[src/rtl/mantissa_normalizer_if.sv]
// Purpose: bundles the add/sub-result input bus and the normalized-result output bus of mantissa_normalizer.
// Latency: none, wires only.
// Backpressure: i_valid/o_ready on the input side, o_valid/i_ready on the output side.
// Ports: slave = normalizer side, master = upstream/downstream (or bench) side.
interface mantissa_normalizer_if #(
  parameter int SIZE_MANTISSA = 28,
  parameter int SIZE_EXP      = 8
);
  localparam int SC_W = $clog2(SIZE_MANTISSA) + 1;

  // upstream add/sub result
  logic                     i_valid;
  logic                     o_ready;
  logic                     i_overflow;
  logic                     i_sign;
  logic [SIZE_MANTISSA-1:0] i_mantissa;
  logic [SIZE_EXP-1:0]      i_exponent;

  // normalized result towards rounding
  logic                     o_valid;
  logic                     i_ready;
  logic                     o_sign;
  logic [SIZE_MANTISSA-1:0] o_mantissa;
  logic [SIZE_EXP-1:0]      o_exponent;
  logic                     o_zero;
  logic                     o_denorm;
  logic                     o_exp_overflow;
  logic [SC_W-1:0]          o_shift_count;

  modport slave (
    input  i_valid, i_overflow, i_sign, i_mantissa, i_exponent, i_ready,
    output o_ready, o_valid, o_sign, o_mantissa, o_exponent,
           o_zero, o_denorm, o_exp_overflow, o_shift_count
  );

  modport master (
    output i_valid, i_overflow, i_sign, i_mantissa, i_exponent, i_ready,
    input  o_ready, o_valid, o_sign, o_mantissa, o_exponent,
           o_zero, o_denorm, o_exp_overflow, o_shift_count
  );
endinterface

[src/rtl/mantissa_normalizer.sv]
// Purpose: normalizes a raw add/sub mantissa so its leading one sits at bit SIZE_MANTISSA-1, adjusting the exponent.
// Latency: k+1 clock edges after capture for k left shifts (1 edge for overflow/zero/already-normalized cases).
// Backpressure: one operation in flight; o_ready only in IDLE, result held in DONE until i_ready.
// Ports: i_clk (rising edge), i_rst (async active-high), bus (mantissa_normalizer_if.slave):
//   i_valid/o_ready + i_overflow/i_sign/i_mantissa/i_exponent in,
//   o_valid/i_ready + o_sign/o_mantissa/o_exponent/o_zero/o_denorm/o_exp_overflow/o_shift_count out.
module mantissa_normalizer #(
  parameter int SIZE_MANTISSA = 28,
  parameter int SIZE_EXP      = 8
) (
  input  logic                   i_clk,
  input  logic                   i_rst,
  mantissa_normalizer_if.slave   bus
);

  localparam int SC_W = $clog2(SIZE_MANTISSA) + 1;
  localparam logic [SIZE_EXP-1:0] EXP_MAX  = '1;
  localparam logic [SIZE_EXP-1:0] EXP_ONE  = SIZE_EXP'(1);
  localparam logic [SC_W-1:0]     SC_ONE   = SC_W'(1);

  typedef enum logic [1:0] {
    IDLE = 2'd0,
    NORM = 2'd1,
    DONE = 2'd2
  } state_t;

  state_t state, state_nxt;

  // working registers double as the registered outputs
  logic                     sign_q,   sign_nxt;
  logic                     ovf_q,    ovf_nxt;
  logic [SIZE_MANTISSA-1:0] mant_q,   mant_nxt;
  logic [SIZE_EXP-1:0]      exp_q,    exp_nxt;
  logic [SC_W-1:0]          shift_q,  shift_nxt;
  logic                     zero_q,   zero_nxt;
  logic                     denorm_q, denorm_nxt;
  logic                     eovf_q,   eovf_nxt;

  // one extra bit so an exponent already at all-ones cannot wrap past the overflow test
  logic [SIZE_EXP:0] exp_inc;
  assign exp_inc = {1'b0, exp_q} + {{SIZE_EXP{1'b0}}, 1'b1};

  always_ff @(posedge i_clk or posedge i_rst) begin
    if (i_rst) begin
      state <= IDLE;
    end else begin
      state <= state_nxt;
    end
  end

  always_comb begin
    state_nxt  = state;
    sign_nxt   = sign_q;
    ovf_nxt    = ovf_q;
    mant_nxt   = mant_q;
    exp_nxt    = exp_q;
    shift_nxt  = shift_q;
    zero_nxt   = zero_q;
    denorm_nxt = denorm_q;
    eovf_nxt   = eovf_q;

    case (state)
      IDLE: begin
        if (bus.i_valid) begin
          sign_nxt   = bus.i_sign;
          ovf_nxt    = bus.i_overflow;
          mant_nxt   = bus.i_mantissa;
          exp_nxt    = bus.i_exponent;
          shift_nxt  = '0;
          zero_nxt   = 1'b0;
          denorm_nxt = 1'b0;
          eovf_nxt   = 1'b0;
          state_nxt  = NORM;
        end
      end

      NORM: begin
        if (ovf_q) begin
          // adder carried out: shift right by one, carry becomes the leading one,
          // the two dropped-out LSBs fold into a sticky bit
          state_nxt = DONE;
          if (exp_inc >= {1'b0, EXP_MAX}) begin
            eovf_nxt = 1'b1;
            exp_nxt  = EXP_MAX;
            mant_nxt = '0;
          end else begin
            mant_nxt = {1'b1, mant_q[SIZE_MANTISSA-1:2], mant_q[1] | mant_q[0]};
            exp_nxt  = exp_inc[SIZE_EXP-1:0];
          end
        end else if (mant_q == '0) begin
          // exact cancellation: canonical +0
          zero_nxt  = 1'b1;
          sign_nxt  = 1'b0;
          exp_nxt   = '0;
          mant_nxt  = '0;
          state_nxt = DONE;
        end else if (mant_q[SIZE_MANTISSA-1]) begin
          state_nxt = DONE;
        end else if (exp_q > EXP_ONE) begin
          mant_nxt  = {mant_q[SIZE_MANTISSA-2:0], 1'b0};
          exp_nxt   = exp_q - EXP_ONE;
          shift_nxt = shift_q + SC_ONE;
        end else begin
          // exponent floor reached before the leading one: subnormal result
          exp_nxt    = '0;
          denorm_nxt = 1'b1;
          state_nxt  = DONE;
        end
      end

      DONE: begin
        if (bus.i_ready) begin
          state_nxt = IDLE;
        end
      end

      default: begin
        state_nxt = IDLE;
      end
    endcase
  end

  always_ff @(posedge i_clk or posedge i_rst) begin
    if (i_rst) begin
      sign_q   <= 1'b0;
      ovf_q    <= 1'b0;
      mant_q   <= '0;
      exp_q    <= '0;
      shift_q  <= '0;
      zero_q   <= 1'b0;
      denorm_q <= 1'b0;
      eovf_q   <= 1'b0;
    end else begin
      sign_q   <= sign_nxt;
      ovf_q    <= ovf_nxt;
      mant_q   <= mant_nxt;
      exp_q    <= exp_nxt;
      shift_q  <= shift_nxt;
      zero_q   <= zero_nxt;
      denorm_q <= denorm_nxt;
      eovf_q   <= eovf_nxt;
    end
  end

  assign bus.o_ready        = (state == IDLE);
  assign bus.o_valid        = (state == DONE);
  assign bus.o_sign         = sign_q;
  assign bus.o_mantissa     = mant_q;
  assign bus.o_exponent     = exp_q;
  assign bus.o_zero         = zero_q;
  assign bus.o_denorm       = denorm_q;
  assign bus.o_exp_overflow = eovf_q;
  assign bus.o_shift_count  = shift_q;

endmodule

[src/flat_wrapper.sv]
// flat-port wrapper written by rule: the top's interface ports become plain ports
module mantissa_normalizer_flat 
#(
  parameter int SIZE_MANTISSA = 28,
  parameter int SIZE_EXP      = 8
)
  (i_clk, i_rst, bus_i_valid, bus_i_overflow, bus_i_sign, bus_i_mantissa, bus_i_exponent, bus_i_ready, bus_o_ready, bus_o_valid, bus_o_sign, bus_o_mantissa, bus_o_exponent, bus_o_zero, bus_o_denorm, bus_o_exp_overflow, bus_o_shift_count);
  mantissa_normalizer_if #(.SIZE_MANTISSA(SIZE_MANTISSA), .SIZE_EXP(SIZE_EXP)) bus_i ();
  input  logic i_clk;
  input  logic i_rst;
  input wire logic [$bits(bus_i.i_valid)-1:0] bus_i_valid;
  input wire logic [$bits(bus_i.i_overflow)-1:0] bus_i_overflow;
  input wire logic [$bits(bus_i.i_sign)-1:0] bus_i_sign;
  input wire logic [$bits(bus_i.i_mantissa)-1:0] bus_i_mantissa;
  input wire logic [$bits(bus_i.i_exponent)-1:0] bus_i_exponent;
  input wire logic [$bits(bus_i.i_ready)-1:0] bus_i_ready;
  output wire logic [$bits(bus_i.o_ready)-1:0] bus_o_ready;
  output wire logic [$bits(bus_i.o_valid)-1:0] bus_o_valid;
  output wire logic [$bits(bus_i.o_sign)-1:0] bus_o_sign;
  output wire logic [$bits(bus_i.o_mantissa)-1:0] bus_o_mantissa;
  output wire logic [$bits(bus_i.o_exponent)-1:0] bus_o_exponent;
  output wire logic [$bits(bus_i.o_zero)-1:0] bus_o_zero;
  output wire logic [$bits(bus_i.o_denorm)-1:0] bus_o_denorm;
  output wire logic [$bits(bus_i.o_exp_overflow)-1:0] bus_o_exp_overflow;
  output wire logic [$bits(bus_i.o_shift_count)-1:0] bus_o_shift_count;
  assign bus_i.i_valid = bus_i_valid;
  assign bus_i.i_overflow = bus_i_overflow;
  assign bus_i.i_sign = bus_i_sign;
  assign bus_i.i_mantissa = bus_i_mantissa;
  assign bus_i.i_exponent = bus_i_exponent;
  assign bus_i.i_ready = bus_i_ready;
  assign bus_o_ready = bus_i.o_ready;
  assign bus_o_valid = bus_i.o_valid;
  assign bus_o_sign = bus_i.o_sign;
  assign bus_o_mantissa = bus_i.o_mantissa;
  assign bus_o_exponent = bus_i.o_exponent;
  assign bus_o_zero = bus_i.o_zero;
  assign bus_o_denorm = bus_i.o_denorm;
  assign bus_o_exp_overflow = bus_i.o_exp_overflow;
  assign bus_o_shift_count = bus_i.o_shift_count;
  mantissa_normalizer #(.SIZE_MANTISSA(SIZE_MANTISSA), .SIZE_EXP(SIZE_EXP)) u_core (.i_clk(i_clk), .i_rst(i_rst), .bus(bus_i));
endmodule
[config.mk]
export PLATFORM = sky130hd
export DESIGN_NAME = mantissa_normalizer_flat
export DESIGN_NICKNAME = d
export VERILOG_FILES = /design/src/rtl/mantissa_normalizer_if.sv /design/src/rtl/mantissa_normalizer.sv /design/src/flat_wrapper.sv
export SDC_FILE = /design/constraint.sdc
export NUM_CORES = 1
export LEC_CHECK = 0
export ABC_CLOCK_PERIOD_IN_PS = 3400
export CAP_MARGIN = 30
export CORE_ASPECT_RATIO = 1.75
export CORE_MARGIN = 10
export CORE_UTILIZATION = 49
export DETAILED_ROUTE_END_ITERATION = 10
export GPL_ROUTABILITY_DRIVEN = 1
export HOLD_SLACK_MARGIN = 0.15
export PLACE_DENSITY = 0.84
export SETUP_SLACK_MARGIN = 0.2
export SYNTH_ARGS = -nofsm -noshare
export SYNTH_HDL_FRONTEND = slang
export SYNTH_SLANG_ARGS = --single-unit
[constraint.sdc]
create_clock -name i_clk -period 3.4 [get_ports i_clk]
set_clock_uncertainty 0.1 [all_clocks]
set_input_delay 0.34 -clock i_clk [delete_from_list [all_inputs] [get_ports i_clk]]
set_output_delay 0.34 -clock i_clk [all_outputs]
set_load 0.005 [all_outputs]
== After elaboration in Yosys (flattened, before gate mapping) ==
Cells that the tools add are included.
Operators by class
  add/sub/neg operators: 3
  $mul: 0
  div/mod/pow operators: 0
  $lt $le $gt $ge: 2
  equal/unequal tests: 15
  shift-type cells: 0
  multiplexer cells: 43
  bitwise logic cells: 1
  reductions and logical operators: 12
Operators with widths (number)
  28-bit 2-to-1 mux: 6
  28-bit one-hot mux with 2 select lines: 1
  8-bit 2-to-1 mux: 6
  6-bit 2-to-1 mux: 5
  28-bit zero test: 1
  8-bit one-hot mux with 2 select lines: 1
  1-bit 2-to-1 mux: 12
  2-bit 2-to-1 mux: 6
  2-bit != test, second input constant: 6
  6-bit one-hot mux with 2 select lines: 1
  4-bit AND reduction: 3
  6-bit AND reduction: 2
  8-bit by 1-bit adder with 9-bit output, second input constant: 1
  9-bit by 8-bit greater-or-equal comparator with 1-bit output, second input constant: 1
  8-bit by 1-bit greater-than comparator with 1-bit output, second input constant: 1
  2-bit by 1-bit != test with 1-bit output, second input constant: 4
  1-bit one-hot mux with 2 select lines: 4
  8-bit by 1-bit subtractor with 8-bit output, second input constant: 1
  6-bit by 1-bit adder with 6-bit output, second input constant: 1
  2-bit one-hot mux with 3 select lines: 1
  3-bit AND reduction: 2
  5-bit by 2-bit != test with 1-bit output, second input constant: 1
  4-bit by 1-bit != test with 1-bit output, second input constant: 1
  4-bit by 3-bit != test with 1-bit output, second input constant: 1
  6 further kinds: 7
Word-level totals
  register bits: 49
  latch bits: 0
  RAM bits: 0
  ROM bits: 0
  input port bits: 42
  logic and storage cells: 86
  memories: 0

== Logic depth before layout (Yosys ltp) ==
  depth in word-level cells: 6
  gate-level depth with buffers: 11

== Least setup slack after synthesis ==
No wires, ideal clock.
  kind: register to register
  start point: register u_core.exp_q[0] (netlist: u_core.bus.o_exponent[0])
  end point: register u_core.mant_q[10] (netlist: u_core.bus.o_mantissa[10])
  library setup time: 0.127 ns
  data arrival time: 2.431 ns
  required time: 3.173 ns
  slack: 0.741 ns
  cell stages (with the launch flop): 12
  cells stage by stage: dfrtp_1 -> buf_2 -> inv_1 -> ha_1 -> nor2b_1 -> o221ai_1 -> or4b_1 -> and3_1 -> buf_6 -> buf_6 -> a221oi_2 -> nor3_1
On the way
  longest elaborated chain between the ends: 5
  elaborated cells between the ends (all ways): 8
  those cells by class: add/sub: 1; order compare: 2; eq/ne: 1; mux: 3; reduce/logical: 1
Ends and longest elaborated chain
  from (decl): RTL line mantissa_normalizer.sv:33  | logic [SIZE_EXP-1:0] exp_q, exp_nxt;
  from (signal assigned): RTL line mantissa_normalizer.sv:137  | exp_q <= exp_nxt;
  8-bit by 1-bit adder with 9-bit output: RTL line mantissa_normalizer.sv:41  | assign exp_inc = {1'b0, exp_q} + {{SIZE_EXP{1'b0}}, 1'b1};
  9-bit by 8-bit greater-or-equal comparator with 1-bit output: RTL line mantissa_normalizer.sv:82  | if (exp_inc >= {1'b0, EXP_MAX}) begin
  28-bit 2-to-1 mux: RTL line mantissa_normalizer.sv:82
  28-bit 2-to-1 mux: RTL line mantissa_normalizer.sv:78  | if (ovf_q) begin
  28-bit one-hot mux with 2 select lines: RTL line mantissa_normalizer.sv:62  | case (state)
  to (signal assigned): RTL line mantissa_normalizer.sv:136  | mant_q <= mant_nxt;
  to (decl): RTL line mantissa_normalizer.sv:32  | logic [SIZE_MANTISSA-1:0] mant_q, mant_nxt;
Parallel ways exist; a longest one is shown, timed or not.
A chain may end at the register's enable or synchronous reset.

== Worst setup path after layout ==
  start point: register u_core.exp_q[0] (netlist: u_core.bus.o_exponent[0])
  end point: register u_core.mant_q[24] (netlist: u_core.bus.o_mantissa[24])
Same word-level chain as after synthesis.

==> impl_metrics.tcl <==
set metrics [dict create \
    synth_edf_count 0 \
    synth_top_cell_by_area "dfrtp_1" \
    finalSetupViolCount 0 \
    power.net_switching_uw 2000 \
    grt_usage_pct 20.6 \
    syn_inst 362 \
    crit_required_ns 3.47 \
    nFillCells 576 \
    pwr-share-seq_pct 31.6 \
    cts_root_buf "clkbuf_16" \
    r2r_setup_slack_ns 0.35 \
    clock_path_buffers 2 \
    postCtsSetupBuffers 0 \
    post_cts_resized 0 \
    fin_crit_ns 3.05 \
    via_count 3212 \
    core_um2 6440 \
    power_frac_clock_pct 11.9 \
    grt_start_max_net_pins 42 \
    die_area_um2 10300 \
    synthFlopType "dfrtp_1" \
    synth_xor_area_share_pct 2.72 \
    syn_area_um2 3220 \
    ys_ff_latch 49 \
    yosysWarningCount 0 \
    cts_hold_buf 0 \
    powerDensity_nw_per_um2 1010 \
    p_leak_uw 0.00167 \
    yosys.area_share.simple_pct 25.4 \
    hp-class "input port to async pin" \
    cp-end-kind "register" \
    slew_headroom_pct 55.8 \
    die_y_um 127 \
    tightest_slew_ns 0.659 \
    post-route-drc-count 0 \
    gp_congestion 0.938 \
    synth_nets 409 \
    yosysTopAreaCellShare_pct 38.1 \
    drtIter0Drc 186 \
    maxSlewViolCount 0 \
    p_comb_share_pct 56.5 \
    drive_gt1_share_pct 10.8 \
    grt_pass1_wl_um 17200 \
    totalNegativeSetupSlack_ns 0 \
    clk_latency_ns 0.30 \
    async_reset_ff_share_pct 100 \
    cts.sinks 49 \
    start_util_pct 50.0 \
    cap_violations 0 \
    multi_input_area_um2 1790 \
    placed_area_um2 4130 \
    cts_buffers 5 \
    place_ws_ns 0.447 \
    antenna_found_initial 0 \
    period_share_pct 89.6 \
    cts_tree "yes" \
    synth-compound-area-share_pct 25.0 \
    max_freq_mhz 328 \
    area_growth_pct 32.8 \
    antenna_cells 0 \
    synth_cell_types 53 \
    grt_overflow 0 \
    synth_top_family_by_area "simple AND/OR/NAND/NOR gates" \
    p_int_uw 2320 \
    final_core_util_pct 66.4 \
    swShare_pct 46.3 \
    irDropWorstVdd_v 0.000670 \
    io_pins 90 \
    via_per_inst 6.19 \
    synth_area_leaders "dfrtp_1 (38%), a221oi_2 (8.4%), nor3_1 (8.4%), nor2_1 (5.5%), nand2_1 (3.0%)" \
    outcome "completed" \
    yosysSeqAreaShare_pct 38.1 \
    finalPower_uw 4320 \
    synth_most_common_cell "nor3_1" \
    worst_slack_ns 0.353 \
    ff_latch_area_um2 1230 \
    first_global_vias 3442 \
    avgSynthCellArea_um2 8.89 \
    rsz0062_at_grt "no" \
    nNetsFinal 484 \
    crit_path_start_kind "register" \
    crit_arrival_ns 3.11 \
    synth_common_cells "nor3_1 (54), dfrtp_1 (49), nor2_1 (47), nand2_1 (26), a221oi_2 (18)" \
    port_buffers 89 \
    die_w_um 81.3 \
    synth.area.mux_share_pct 0 \
    fin_area_um2 4280 \
    worstPathMaxFanout 27 \
    detail-route-antenna-nets 0 \
    htree_num_levels 2 \
    path_clk_slew_ns 0.07 \
    rows 39 \
    critPathKind "register to register" \
    hold_viol 0 \
    routed_wl_um 10400 \
    wl_per_cell_um 20.1 \
    hpwlAfterDp_um 7610 \
    dr.pass1.iters 5 \
    synth-adder-area-share_pct 1.94 \
]
-- per-layer routing --
metal	global-route usage, %	wire length [um]	up-vias
li1	-	-	1499
met1	21.1	3690	1562
met2	36.1	5640	130
met3	6.67	770	21
met4	9.72	336	0
met5	0	0	-
-- state kept, by name, indices dropped and copies added, names as in the netlist --
register                   cells
u_core.ovf_q                   1
u_core.bus.o_exp_overflow      1
u_core.bus.o_mantissa         28
u_core.bus.o_shift_count       6
u_core.bus.o_exponent          8
u_core.state                   2
u_core.bus.o_denorm            1
u_core.bus.o_sign              1
u_core.bus.o_zero              1
-- placed cells by master, fill, tap and decap left out, drive strengths merged, types with 7 or more instances in the layout --
master,count
a21oi,12
a221oi,25
a22o,7
buf,11
clkbuf,7
clkdlybuf4s50,89
dfrtp,49
inv,9
nand2,26
nand3,7
nor2,47
nor3,56
nor4,8
o21ai,13
-- path summary, 6_finish.rpt --
kind / startpoint / cells past startpoint / end
max reg2reg: u_core.bus.o_exponent[0] / 8 / u_core.bus.o_mantissa[24]
max: u_core.bus.o_exponent[0] / 8 / u_core.bus.o_mantissa[24]
min in group i_clk: u_core.bus.o_exp_overflow / 2 / u_core.bus.o_exp_overflow
min: i_rst / 2 / u_core.bus.o_exponent[5]
min reg2reg: u_core.bus.o_exp_overflow / 2 / u_core.bus.o_exp_overflow
max in group asynchronous: i_rst / 3 / u_core.bus.o_mantissa[21]
-- stage by stage --
step	hold WS (ns)	instances
after global routing	0.225	519
after global placement	0.360	511
final	0.181	519
after detailed placement	0.393	512
after CTS	0.195	519
after floorplan	0.345	362
-- power by group through the flow --
stage               Combinational, uW  Clock (uW)  Sequential, uW
CTS                              2450         519            1350
global placement                 2380           0            1350
detailed placement               2430           0            1350
floorplan                        1630           0            1180
finish                           2440         512            1370
global route                     2680         535            1420
-- critical path, stage by stage (launching register included) --
cell      delay (ns)
dfrtp_1         0.60
ha_1            0.42
a21oi_1         0.11
a211o_1         0.26
or4b_1          0.55
and3_1          0.19
buf_4           0.25
a221oi_1        0.32
nor3_1          0.10
-- logic make-up after synthesis --
family                     after synthesis
xor gates and xnor gates                10
buffers and inverters                   41
and+or+nand+nor                        168
DFF                                     49
AOI/OAI and AO/OA                       89
adders and majority gates                5
-- cell type report --
cell class,count,area share (%)
Clock buffer,7,3.34
Inverter,9,0.790
Multi-Input combinational cell,272,41.7
Sequential cell,49,28.7
Tap cell,82,2.40
Timing Repair Buffer,100,23.1
Power figures use the tool's default switching activity.
